**config.mk**
```make
export PLATFORM = sky130hd
export DESIGN_NAME = ebi_bridge
export DESIGN_NICKNAME = d
export VERILOG_FILES = /design/src/rtl/ebi_bridge.sv
export SDC_FILE = /design/constraint.sdc
export NUM_CORES = 1
export LEC_CHECK = 0
export ABC_AREA = 1
export CAP_MARGIN = 20
export CORE_UTILIZATION = 61
export CTS_CLUSTER_SIZE = 30
export DETAILED_ROUTE_END_ITERATION = 8
export DONT_BUFFER_PORTS = 1
export PLACE_DENSITY = 0.77
export SYNTH_ARGS = -nofsm -noshare
export SYNTH_HDL_FRONTEND = slang
export SYNTH_SLANG_ARGS = --single-unit
```
**constraint.sdc**
```tcl
create_clock -name clk -period 1.7 [get_ports clk]
set_input_delay 0.17 -clock clk [delete_from_list [all_inputs] [get_ports clk]]
set_output_delay 0.17 -clock clk [all_outputs]
set_load 0.005 [all_outputs]
```
**src/rtl/ebi_bridge.sv**
```systemverilog
// Asynchronous EBI slave to synchronous register-bank bridge.
// Strobes, address and data share one synchronizer pipe so they stay cycle-aligned.
module ebi_bridge #(
  parameter int SYNC_STAGES = 2,
  parameter int RD_TIMEOUT  = 15
) (
  input  logic        clk,
  input  logic        reset,
  input  logic        ebi_cs,
  input  logic        ebi_wr,
  input  logic        ebi_rd,
  input  logic [20:0] ebi_addr,
  input  logic [15:0] ebi_data_in,
  output logic [15:0] ebi_data_out,
  output logic        ebi_data_oe,
  output logic [20:0] reg_addr,
  output logic [15:0] reg_wdata,
  output logic        reg_we,
  output logic        reg_re,
  input  logic [15:0] reg_rdata,
  input  logic        reg_rvalid,
  output logic        busy,
  output logic [1:0]  err
);
  localparam int CNT_W = $clog2(RD_TIMEOUT + 1);

  typedef struct packed {
    logic        cs;
    logic        wr;
    logic        rd;
    logic [20:0] addr;
    logic [15:0] data;
  } ebi_smp_t;

  typedef enum logic [2:0] {IDLE, WRITE, READ_REQ, READ_WAIT, HOLD} state_t;

  ebi_smp_t                      raw, s;
  ebi_smp_t [SYNC_STAGES-1:0]    sync_q;
  logic     [SYNC_STAGES-1:0]    vld_pipe;
  state_t                        state, state_nxt;
  logic                          wr_lvl, rd_lvl, wr_q, rd_q, wr_arm, rd_arm;
  logic                          wr_start, rd_start;
  logic                          accept_wr, accept_rd, rd_ok, rd_to;
  logic                          is_rd;
  logic     [CNT_W-1:0]          cnt;
  logic     [20:0]               addr_q;
  logic     [15:0]               wdata_q, dout_q;
  logic     [1:0]                err_q;

  assign raw = {ebi_cs, ebi_wr, ebi_rd, ebi_addr, ebi_data_in};
  assign s   = sync_q[SYNC_STAGES-1];

  always_ff @(posedge clk or negedge reset) begin
    if (!reset) begin
      sync_q   <= '0;
      vld_pipe <= '0;
    end else begin
      sync_q   <= {sync_q[SYNC_STAGES-2:0], raw};
      vld_pipe <= {vld_pipe[SYNC_STAGES-2:0], 1'b1};
    end
  end

  assign wr_lvl = s.cs & s.wr;
  assign rd_lvl = s.cs & s.rd;
  // Arming needs a genuine low sample, so a strobe held across reset is not an edge.
  assign wr_start = wr_arm & wr_lvl & ~wr_q;
  assign rd_start = rd_arm & rd_lvl & ~rd_q;

  always_comb begin
    state_nxt = state;
    accept_wr = 1'b0;
    accept_rd = 1'b0;
    rd_ok     = 1'b0;
    rd_to     = 1'b0;
    case (state)
      IDLE:
        if (wr_start) begin
          accept_wr = 1'b1;
          state_nxt = WRITE;
        end else if (rd_start) begin
          accept_rd = 1'b1;
          state_nxt = READ_REQ;
        end
      WRITE:    state_nxt = HOLD;
      READ_REQ: state_nxt = READ_WAIT;
      READ_WAIT:
        if (reg_rvalid) begin
          rd_ok     = 1'b1;
          state_nxt = HOLD;
        end else if (cnt == CNT_W'(RD_TIMEOUT - 1)) begin
          rd_to     = 1'b1;
          state_nxt = HOLD;
        end
      HOLD:     if (!s.cs) state_nxt = IDLE;
      default:  state_nxt = IDLE;
    endcase
  end

  always_ff @(posedge clk or negedge reset) begin
    if (!reset) begin
      state   <= IDLE;
      wr_q    <= 1'b0;
      rd_q    <= 1'b0;
      wr_arm  <= 1'b0;
      rd_arm  <= 1'b0;
      is_rd   <= 1'b0;
      cnt     <= '0;
      addr_q  <= '0;
      wdata_q <= '0;
      dout_q  <= '0;
      err_q   <= '0;
    end else begin
      state  <= state_nxt;
      wr_q   <= wr_lvl;
      rd_q   <= rd_lvl;
      wr_arm <= wr_arm | (vld_pipe[SYNC_STAGES-1] & ~wr_lvl);
      rd_arm <= rd_arm | (vld_pipe[SYNC_STAGES-1] & ~rd_lvl);
      cnt    <= (state == READ_WAIT) ? cnt + 1'b1 : '0;
      if (accept_wr || accept_rd) begin
        addr_q <= s.addr;
        is_rd  <= accept_rd;
      end
      if (accept_wr) wdata_q <= s.data;
      if (rd_ok)      dout_q <= reg_rdata;
      else if (rd_to) dout_q <= 16'hDEAD;
      // A read edge coinciding with an accepted write is dropped and flagged.
      err_q <= err_q | {accept_wr & rd_start, rd_to};
    end
  end

  assign reg_we       = (state == WRITE);
  assign reg_re       = (state == READ_REQ);
  assign busy         = (state != IDLE);
  assign ebi_data_oe  = (state == HOLD) & is_rd & rd_lvl;
  assign ebi_data_out = dout_q;
  assign reg_addr     = addr_q;
  assign reg_wdata    = wdata_q;
  assign err          = err_q;
endmodule

```
==> results.tsv, run 1 <==
metric	value	unit
mostFrequentLayoutCell	dfrtp_1	
crit_chain	buf_4 -> inv_1 -> nand3_1 -> nor3_2	
drc	0	
ios	118	
grt_pass1_vias	3180	
synth.avg_cell_area	12.3	sq um
violations	negative hold slack	
die_area	8170	sq um
maxSlewViolCount	0	
antenna_found_initial	0	
status	finished with violations	
crit_required	1.53	ns
setup-tns-final	0	ns
syn_inst	387	
r2r-start	state[2]	
setup_viol	0	
die-height	90.4	microns
p_per_area	1620	nW/um^2
io_buffers	0	
mostFrequentLayoutCells	dfrtp_1, nand2_1, dlygate4sd3_1, nor2_1, nand3_1	
max-cap-violations	0	
fin_crit_sh	95.1	%
drive_gt1_share	10.2	%
crit_type	reg2out	
slowest_stage	dfrtp_1	
clock.fmax	619	MHz
wirelength	9400	microns
rrSetupSlack	0.18	ns
fin_cells	571	
reg2regPathDepth	5	
slowest_delay	0.40	ns
rsz0062_at_grt	false	
cts_hold_buf	57	
synthesis.area	4760	sq um
min_path_type	in2async	
finalWeightedCongestion	0.789	
firstDrtPassIters	4	
htree_levels	4	
nFillCells	385	
r2r_end	reg_addr[15]	
die_w	90.4	microns
cts_buffers	17	
clk_pin_slew_worst_paths	0.06	ns
cts_sinks	149	
cts_root_buf	clkbuf_8	
dp_hpwl	4890	microns
cts_buffer_depth	2	
synthTopCellsByArea	dfrtp_1, nand2_1, nor2_1	
design.core.area	7410	sq um
vdd_drop_max	0.00149	V
synth_warnings	0	
start_util	64.3	%
hold_viol_final	149	
grt_usage	25.9	%
grt_remaining_overflow	0	
min_period	1.62	ns
cp_top_family	flip-flops	
synth_top_cell_area_share	78.3	%
fin_skew	0.0125	ns
ys_seq_area_share	78.3	%
final_area	6030	sq um
first_iter_violations	204	
start_kind	register	
worstPathMaxFanout	4	
dpl_cell_area	4880	sq um
synth_nets	448	
power.leakage	2.93	nW
cp.buffers_inverters	2	
crit_arrival	1.45	ns
via_per_inst	5.04	
whs	-0.647	ns
cts_tree	built	
synth.largest_area_cell	dfrtp_1	
ys_types	22	
syn_to_final_growth	26.6	%
cp-end-kind	primary output	
grt_first_pass_wirelength	15800	microns
num_rows	31	
grt_max_degree	150	
ant_nets	0	
via_count	2875	
nNetsFinal	519	
synth-seq-cells	149	
routedWlPerCell	16.5	microns
dpl.cell_count	481	
clock_latency	0.51	ns
synth_stat cells:
master and count:
dfrtp_1 149, nand2_1 107, nor2_1 43, nand3_1 29, inv_1 23, buf_2 7, o21ai_0 7, clkbuf_1 3
nand3_2 3, ha_1 2, inv_2 2, o21bai_1 2, a21oi_2 1, buf_4 1, conb_1 1, nand4_1 1
nor2_2 1, nor3_1 1, nor3_4 1, o21bai_2 1, xnor2_1 1, xor2_1 1
flip-flops by register name (all words and copies together), names as in the netlist:
signal and cells:
is_rd 1, state 3, reg_wdata 16, s 40, wr_arm 1, reg_addr 21
vld_pipe 2, cnt 4, rd_arm 1, sync_q 40, wr_q 1, ebi_data_out 16
rd_q 1, err 2
kinds of logic after synthesis:
kind of cell	after synthesis	synth area share [%]
compound gates	11	1.47
xor+xnor	2	0.368
fa+ha+maj	2	0.525
buf+inv	36	3.10
flops	149	78.3
other cells	1	0.0787
simple gates	186	16.2
through the flow:
step                      setup slack (ns)  hold slack [ns]  util, %  total power, W
after floorplan                      0.312           -0.126        -         0.00569
after global placement               0.185           -0.123     65.9         0.00601
after detailed placement             0.131           -0.123     65.9         0.00610
after CTS                           0.0539           -0.664     81.3         0.00973
after global routing                0.0159           -0.672     81.4          0.0102
final                               0.0841           -0.647     81.4         0.00975
worst max-delay path by stage:
stage,end,slack (ns),cells after the start,from
after global placement,reg_addr[19],0.19,5,state[2]
after global routing,ebi_data_oe,0.02,4,state[1]
after CTS,ebi_data_oe,0.05,4,state[1]
after floorplan,reg_wdata[10],0.31,6,state[1]
final,ebi_data_oe,0.08,4,state[1]
after detailed placement,reg_addr[2],0.13,5,state[2]
where the power goes:
group          internal [W]  switching, W  total (W)  leakage [nW]
sequential          0.00431      0.000643    0.00495          1.77
combinational      0.000541      0.000759    0.00130         0.895
clock               0.00201       0.00148    0.00350         0.263
total               0.00687       0.00288    0.00975          2.93
layer usage:
metal  GRT usage [%]  vias to the layer above  routed length, microns
li1                -                     1337                       -
met3            8.42                       23                     485
met2            43.6                       91                    5060
met4            12.4                        0                     272
met5               0                        -                       0
met1            30.1                     1424                    3580
worst register-to-register path, stage by stage (launching register included):
cell and delay, ns:
dfrtp_1 0.41, nor3_4 0.32, nand3_4 0.20, buf_4 0.28, nand3_1 0.14, nand2_1 0.07
what timing repair did:
action                     in CTS  in global routing
setup endpoints to repair       1                 18
hold endpoints to repair      208                149
resized for setup               1                  1
buffers inserted                0                  0
area by class of cell:
class | count | area, sq um | share of cell area, %
Inverter | 25 | 93.8 | 1.56
Antenna cell | 1 | 2.50 | 0.0415
Multi-Input combinational cell | 202 | 901 | 14.9
Clock buffer | 18 | 428 | 7.09
Timing Repair Buffer | 63 | 616 | 10.2
Sequential cell | 149 | 3730 | 61.8
Tap cell | 99 | 124 | 2.05
Clock inverter | 14 | 140 | 2.32
Power figures use the tool's default switching activity.
==> inputs of run 2 (changes only) <==
--- a/config.mk
+++ b/config.mk
@@ -12,6 +12,7 @@
 export DETAILED_ROUTE_END_ITERATION = 8
 export DONT_BUFFER_PORTS = 1
 export PLACE_DENSITY = 0.77
+export REMOVE_ABC_BUFFERS = 1
 export SYNTH_ARGS = -nofsm -noshare
 export SYNTH_HDL_FRONTEND = slang
 export SYNTH_SLANG_ARGS = --single-unit
==> constraint.sdc (replaced) <==
create_clock -name clk -period 1.7 [get_ports clk]
set_input_delay 0.425 -clock clk [delete_from_list [all_inputs] [get_ports clk]]
set_output_delay 0.425 -clock clk [all_outputs]
set_load 0.005 [all_outputs]
==> run 2 against run 1 <==
The flow still finishes with violations (negative hold slack). Sequential share of layout area grew 1.7 points. Fmax shrank 4.6%. Total power shrank 1.1%. Hold slack gained 0.25 ns. Die area is the same. Global-route usage shrank 2.3 points. Critical endpoint is now reg_we.
==> results.tsv, run 2 (synthesis gave the netlist of run 1 again) <==
metric	value	unit	change
firstDrtPassIters	4		unchanged
syn_to_final_growth	23.3	%	was 26.6%
fin_crit_sh	99.7	%	was 95.1%
rsz0062_at_grt	true		was false
ios	118		unchanged
swShare	29.1	%	was 29.6%
seq_power_share	51.2	%	was 50.8%
cts_buffer_depth	2		unchanged
p_comb_share	13.0	%	was 13.3%
first_iter_violations	132		was 204
mostFrequentLayoutCell	dfrtp_1		unchanged
cts_buffers	17		unchanged
switching_power	0.00281	W	was 0.00288 W
ant_nets	0		unchanged
antenna_found_initial	0		unchanged
fin_cells	556		was 571
clk_pin_slew_worst_paths	0.07	ns	was 0.06 ns
cts_sinks	149		unchanged
mostFrequentLayoutCells	dfrtp_1, nand2_1, nor2_1, dlygate4sd3_1, nand3_1		was dfrtp_1, nand2_1, dlygate4sd3_1, nor2_1, nand3_1
start_kind	register		unchanged
worstPathMaxFanout	3		was 4
nFillCells	426		was 385
cts_tree	built		unchanged
setup-tns-final	0	ns	unchanged
vdd_drop_max	0.000984	V	was 0.00149 V
cts_root_buf	clkbuf_8		unchanged
routedWlPerCell	15.4	microns	was 16.5 microns
grt_pass1_vias	3010		was 3,180
setup_viol	0		unchanged
fin_skew	0.00928	ns	was 0.0125 ns
maxSlewViolCount	0		unchanged
drc	0		unchanged
status	finished with violations		unchanged
met3WireLength	423	microns	was 485 microns
htree_levels	4		unchanged
p_int	0.00684	W	was 0.00687 W
p_per_area	1640	nW/um^2	was 1620 nW/um^2
max-cap-violations	0		unchanged
final_util	79.3	%	was 81.4%
r2r-start	state[2]		unchanged
die_w	90.4	microns	unchanged
design.core.area	7410	sq um	unchanged
die-height	90.4	microns	unchanged
num_rows	31		unchanged
violations	negative hold slack		unchanged
rrSetupSlack	0.18	ns	about the same
cp-end-kind	primary output		unchanged
r2r_end	reg_addr[9]		was reg_addr[15]
die_area	8170	sq um	unchanged
min_path_type	in2async		unchanged
grt_max_degree	150		unchanged
start_util	64.3	%	unchanged
crit_type	reg2out		unchanged
grt_first_pass_wirelength	14300	microns	was 15,800 microns
wirelength	8550	microns	was 9400 microns
clock.fmax	590	MHz	was 619 MHz
nNetsFinal	505		was 519
drive_gt1_share	12.7	%	was 10.2%
wl_met1	3400	microns	was 3580 microns
grt_remaining_overflow	0		unchanged
dpl.cell_count	482		was 481
min_period	1.69	ns	was 1.62 ns
highest_layer	met4		unchanged
via_per_inst	5.05		was 5.04
io_buffers	0		unchanged
antennaDiodeCount	0		was 1
power.leakage	2.87	nW	was 2.93 nW
dp_hpwl	5140	microns	was 4890 microns
hold_viol_final	149		unchanged
reg2regPathDepth	7		was 5
crit_arrival	1.27	ns	was 1.45 ns
finalWeightedCongestion	0.772		was 0.789
via_count	2810		was 2,875
grt_usage	23.5	%	was 25.9%
route.met2.wl	4570	microns	was 5060 microns
crit_required	1.27	ns	was 1.53 ns
clock_latency	0.51	ns	about the same
whs	-0.398	ns	was -0.647 ns
cts_hold_buf	40		was 57
p_clk_share	35.8	%	was 35.9%
[run 2: worst max-delay path by stage]
stage | start | to | slack, ns | cells past startpoint
detailed placement | state[1] | is_rd | 0.21 | 4
finish | state[0] | reg_we | 0.005 | 3
global placement | state[1] | reg_addr[18] | 0.33 | 6
CTS | state[0] | ebi_data_oe | 0.003 | 3
global route | state[0] | ebi_data_oe | -0.04 | 3
floorplan | state[1] | reg_addr[0] | -0.26 | 5
[run 2: cell type report]
type	instances	area, sq um	share of cell area [%]
well taps	99	124	2.11
repair buffers	49	468	7.96
flip-flops and latches	149	3730	63.5
inverters	25	93.8	1.60
multi-input cells	202	901	15.3
clock buffers	18	418	7.11
clock inverters	14	140	2.38
[run 2: routing by layer]
layer | GRT usage, % | vias up
met5 | 0 | -
met4 | 11.7 | 0
met3 | 6.23 | 13
met2 | 41.0 | 88
met1 | 26.8 | 1403
li1 | - | 1306
[run 2: critical path, stage by stage (launching register included)]
cell and delay, ns:
dfrtp_2 0.41, buf_4 0.13, nand2_1 0.08, nor2_2 0.13
[run 2: timing repair]
action | 4_1_cts | 5_1_grt
resized for setup | 8 | 1
setup buffers | 2 | 0
endpoints found under the setup margin | 4 | 4
endpoints found under the hold margin | 189 | 149
pin swaps | 1 | 0
[run 2: power groups by stage]
stage / Combinational [W] / Sequential, W / Clock (W)
after detailed placement: 0.00112 / 0.00497 / 0
after global routing: 0.00145 / 0.00503 / 0.00366
after floorplan: 0.000863 / 0.00479 / 0
final: 0.00125 / 0.00494 / 0.00345
after CTS: 0.00126 / 0.00495 / 0.00353
after global placement: 0.00102 / 0.00495 / 0
[run 2: per-stage QoR]
stage	cell area (sq um)	setup slack, ns	power (W)
6_report	5880	0.00539	0.00965
4_1_cts	5880	0.00342	0.00974
2_1_floorplan	4710	-0.259	0.00566
3_5_place_dp	4890	0.214	0.00610
3_3_place_gp	4890	0.330	0.00597
5_1_grt	5880	-0.0371	0.0101
==> inputs of run 3 (changes only) <==
--- a/config.mk
+++ b/config.mk
@@ -13,6 +13,7 @@
 export DONT_BUFFER_PORTS = 1
 export PLACE_DENSITY = 0.77
 export REMOVE_ABC_BUFFERS = 1
+export SETUP_SLACK_MARGIN = 0.05
 export SYNTH_ARGS = -nofsm -noshare
 export SYNTH_HDL_FRONTEND = slang
 export SYNTH_SLANG_ARGS = --single-unit
==> run 3 against run 2 <==
The flow still finishes with violations (negative hold slack). Clock-buffer cell count unchanged. Combinational power rose by 7%. Non-clock buffer count grew 3. Clock power about the same. Global-route usage barely moved. Register-to-register slack about the same. Utilization rose by 0.47 points. Via count grew 1.2%. Hold slack about the same. Sequential power is essentially flat. Largest cell class unchanged. Highest routed layer unchanged.
==> results.tsv, run 3 (synthesis gave the netlist of run 1 again) <==
metric	value	unit	change
first_iter_violations	148		was 132
dp_hpwl	5140	microns	unchanged
cts_buffer_depth	2		unchanged
via_count	2845		was 2,810
routedWlPerCell	15.5	microns	was 15.4 microns
vdd_drop_max	0.000986	V	was 0.000984 V
cp-startpoint	state[2]		was state[0]
io_buffers	0		unchanged
fin_crit_sh	100	%	was 99.7%
start_util	64.3	%	unchanged
die-height	90.4	microns	unchanged
nNetsFinal	508		was 505
grt_usage	23.5	%	about the same
die_w	90.4	microns	unchanged
crit_type	reg2out		unchanged
drive_gt1_share	13.3	%	was 12.7%
ios	118		unchanged
grt_remaining_overflow	0		unchanged
worstPathMaxFanout	3		unchanged
whs	-0.398	ns	about the same
ant_nets	0		unchanged
start_kind	register		unchanged
clock_latency	0.51	ns	about the same
violations	negative hold slack		unchanged
firstDrtPassIters	4		unchanged
maxSlewViolCount	0		unchanged
max-cap-violations	0		unchanged
status	finished with violations		unchanged
p_clk_share	35.6	%	was 35.8%
hold_viol_final	149		unchanged
min_period	1.70	ns	was 1.69 ns
dpl_cell_area	4890	sq um	unchanged
grt_pass1_vias	3015		was 3,010
wirelength	8650	microns	was 8550 microns
grt_max_degree	150		unchanged
fin_skew	0.00928	ns	about the same
p_int	0.00689	W	was 0.00684 W
power	0.00973	W	was 0.00965 W
seq_power_share	50.7	%	was 51.2%
swShare	29.2	%	was 29.1%
clk_pin_slew_worst_paths	0.07	ns	about the same
via_per_inst	5.09		was 5.05
p_comb_share	13.8	%	was 13.0%
fin_cells	559		was 556
finalWeightedCongestion	0.772		unchanged
mostFrequentLayoutCells	dfrtp_1, nand2_1, nor2_1, dlygate4sd3_1, nand3_1		unchanged
crit_required	1.27	ns	about the same
grt_first_pass_wirelength	14300	microns	about the same
mostFrequentLayoutCell	dfrtp_1		unchanged
min_path_type	in2async		unchanged
crit_arrival	1.27	ns	about the same
power.leakage	2.88	nW	was 2.87 nW
cts_buffers	17		unchanged
final_area	5910	sq um	was 5880 sq um
syn_to_final_growth	24.1	%	was 23.3%
antennaDiodeCount	0		unchanged
cts_hold_buf	40		unchanged
drc	0		unchanged
cts_sinks	149		unchanged
design.core.area	7410	sq um	unchanged
p_per_area	1650	nW/um^2	was 1640 nW/um^2
setup_viol	0		unchanged
antenna_found_initial	0		unchanged
die_area	8170	sq um	unchanged
htree_levels	4		unchanged
switching_power	0.00284	W	was 0.00281 W
r2r-start	state[1]		was state[2]
clock.fmax	588	MHz	was 590 MHz
dpl.cell_count	482		unchanged
rsz0062_at_grt	true		unchanged
num_rows	31		unchanged
cts_tree	built		unchanged
cts_root_buf	clkbuf_8		unchanged
cp-end-kind	primary output		unchanged
run 3: cell types whose count changed in the layout (fill, tap and decap cells not counted):
| cell | delta |
|---|---|
| inv_1 | +1 |
| buf_6 | +2 |
| buf_4 | +1 |
| nand3_2 | +1 |
| nand3_1 | -1 |
| inv_2 | -1 |
run 3: per-layer routing:
metal  global-route usage, %  up-vias  share of wire (%)
li1                        -     1311                  -
met1                    26.8     1430                 39
met2                    41.0       91                 54
met3                    6.23       13                4.9
met4                    11.7        0                1.7
met5                       0        -                  0
run 3: power by group through the flow:
stage                     combinational (W)  clock (W)  sequential (W)
after floorplan                    0.000863          0         0.00479
after global routing                0.00154    0.00366         0.00502
after detailed placement            0.00112          0         0.00497
after CTS                           0.00130    0.00353         0.00494
final                               0.00134    0.00346         0.00493
after global placement              0.00102          0         0.00495
run 3: final cells by class:
type	count	area, sq um
sequential	149	3730
clock buffer	18	418
tap	99	124
multi-input combinational	202	906
clock inverter	14	140
inverter	25	93.8
timing repair buffer	52	498
fill	419	1500
run 3: critical path, stage by stage, from the launching register on:
cell     delay, ns
dfrtp_1       0.44
inv_2         0.11
nand2_1       0.09
nor2_2        0.13
run 3: path summary, 6_finish.rpt:
kind                                          to  slack, ns  depth (start not counted)
worst max-delay path                      reg_we     0.0007                          3
worst min-delay path                       s[12]      -0.40                          0
max in group asynchronous                 cnt[2]       1.83                          0
worst max register to register             is_rd       0.18                          6
min in group clk                ebi_data_out[13]       0.03                          2
worst min register to register             s[38]       0.34                          0
run 3: timing repair:
item	CTS	global route
hold endpoints to repair	189	149
setup endpoints to repair	4	4
cloned	0	0
gates resized for setup	6	5
buffers inserted	4	1
pin swaps	3	1
run 3: stage by stage:
stage / setup TNS [ns] / worst slack (ns) / hold slack (ns) / utilization, %
floorplan: -6.05 / -0.259 / 0.129 / -
global placement: 0 / 0.330 / 0.132 / 66.0
detailed placement: 0 / 0.214 / 0.132 / 66.0
CTS: -0.117 / -0.0499 / -0.416 / 79.5
global route: -0.0849 / -0.0409 / -0.422 / 79.8
finish: 0 / 0.000651 / -0.398 / 79.8
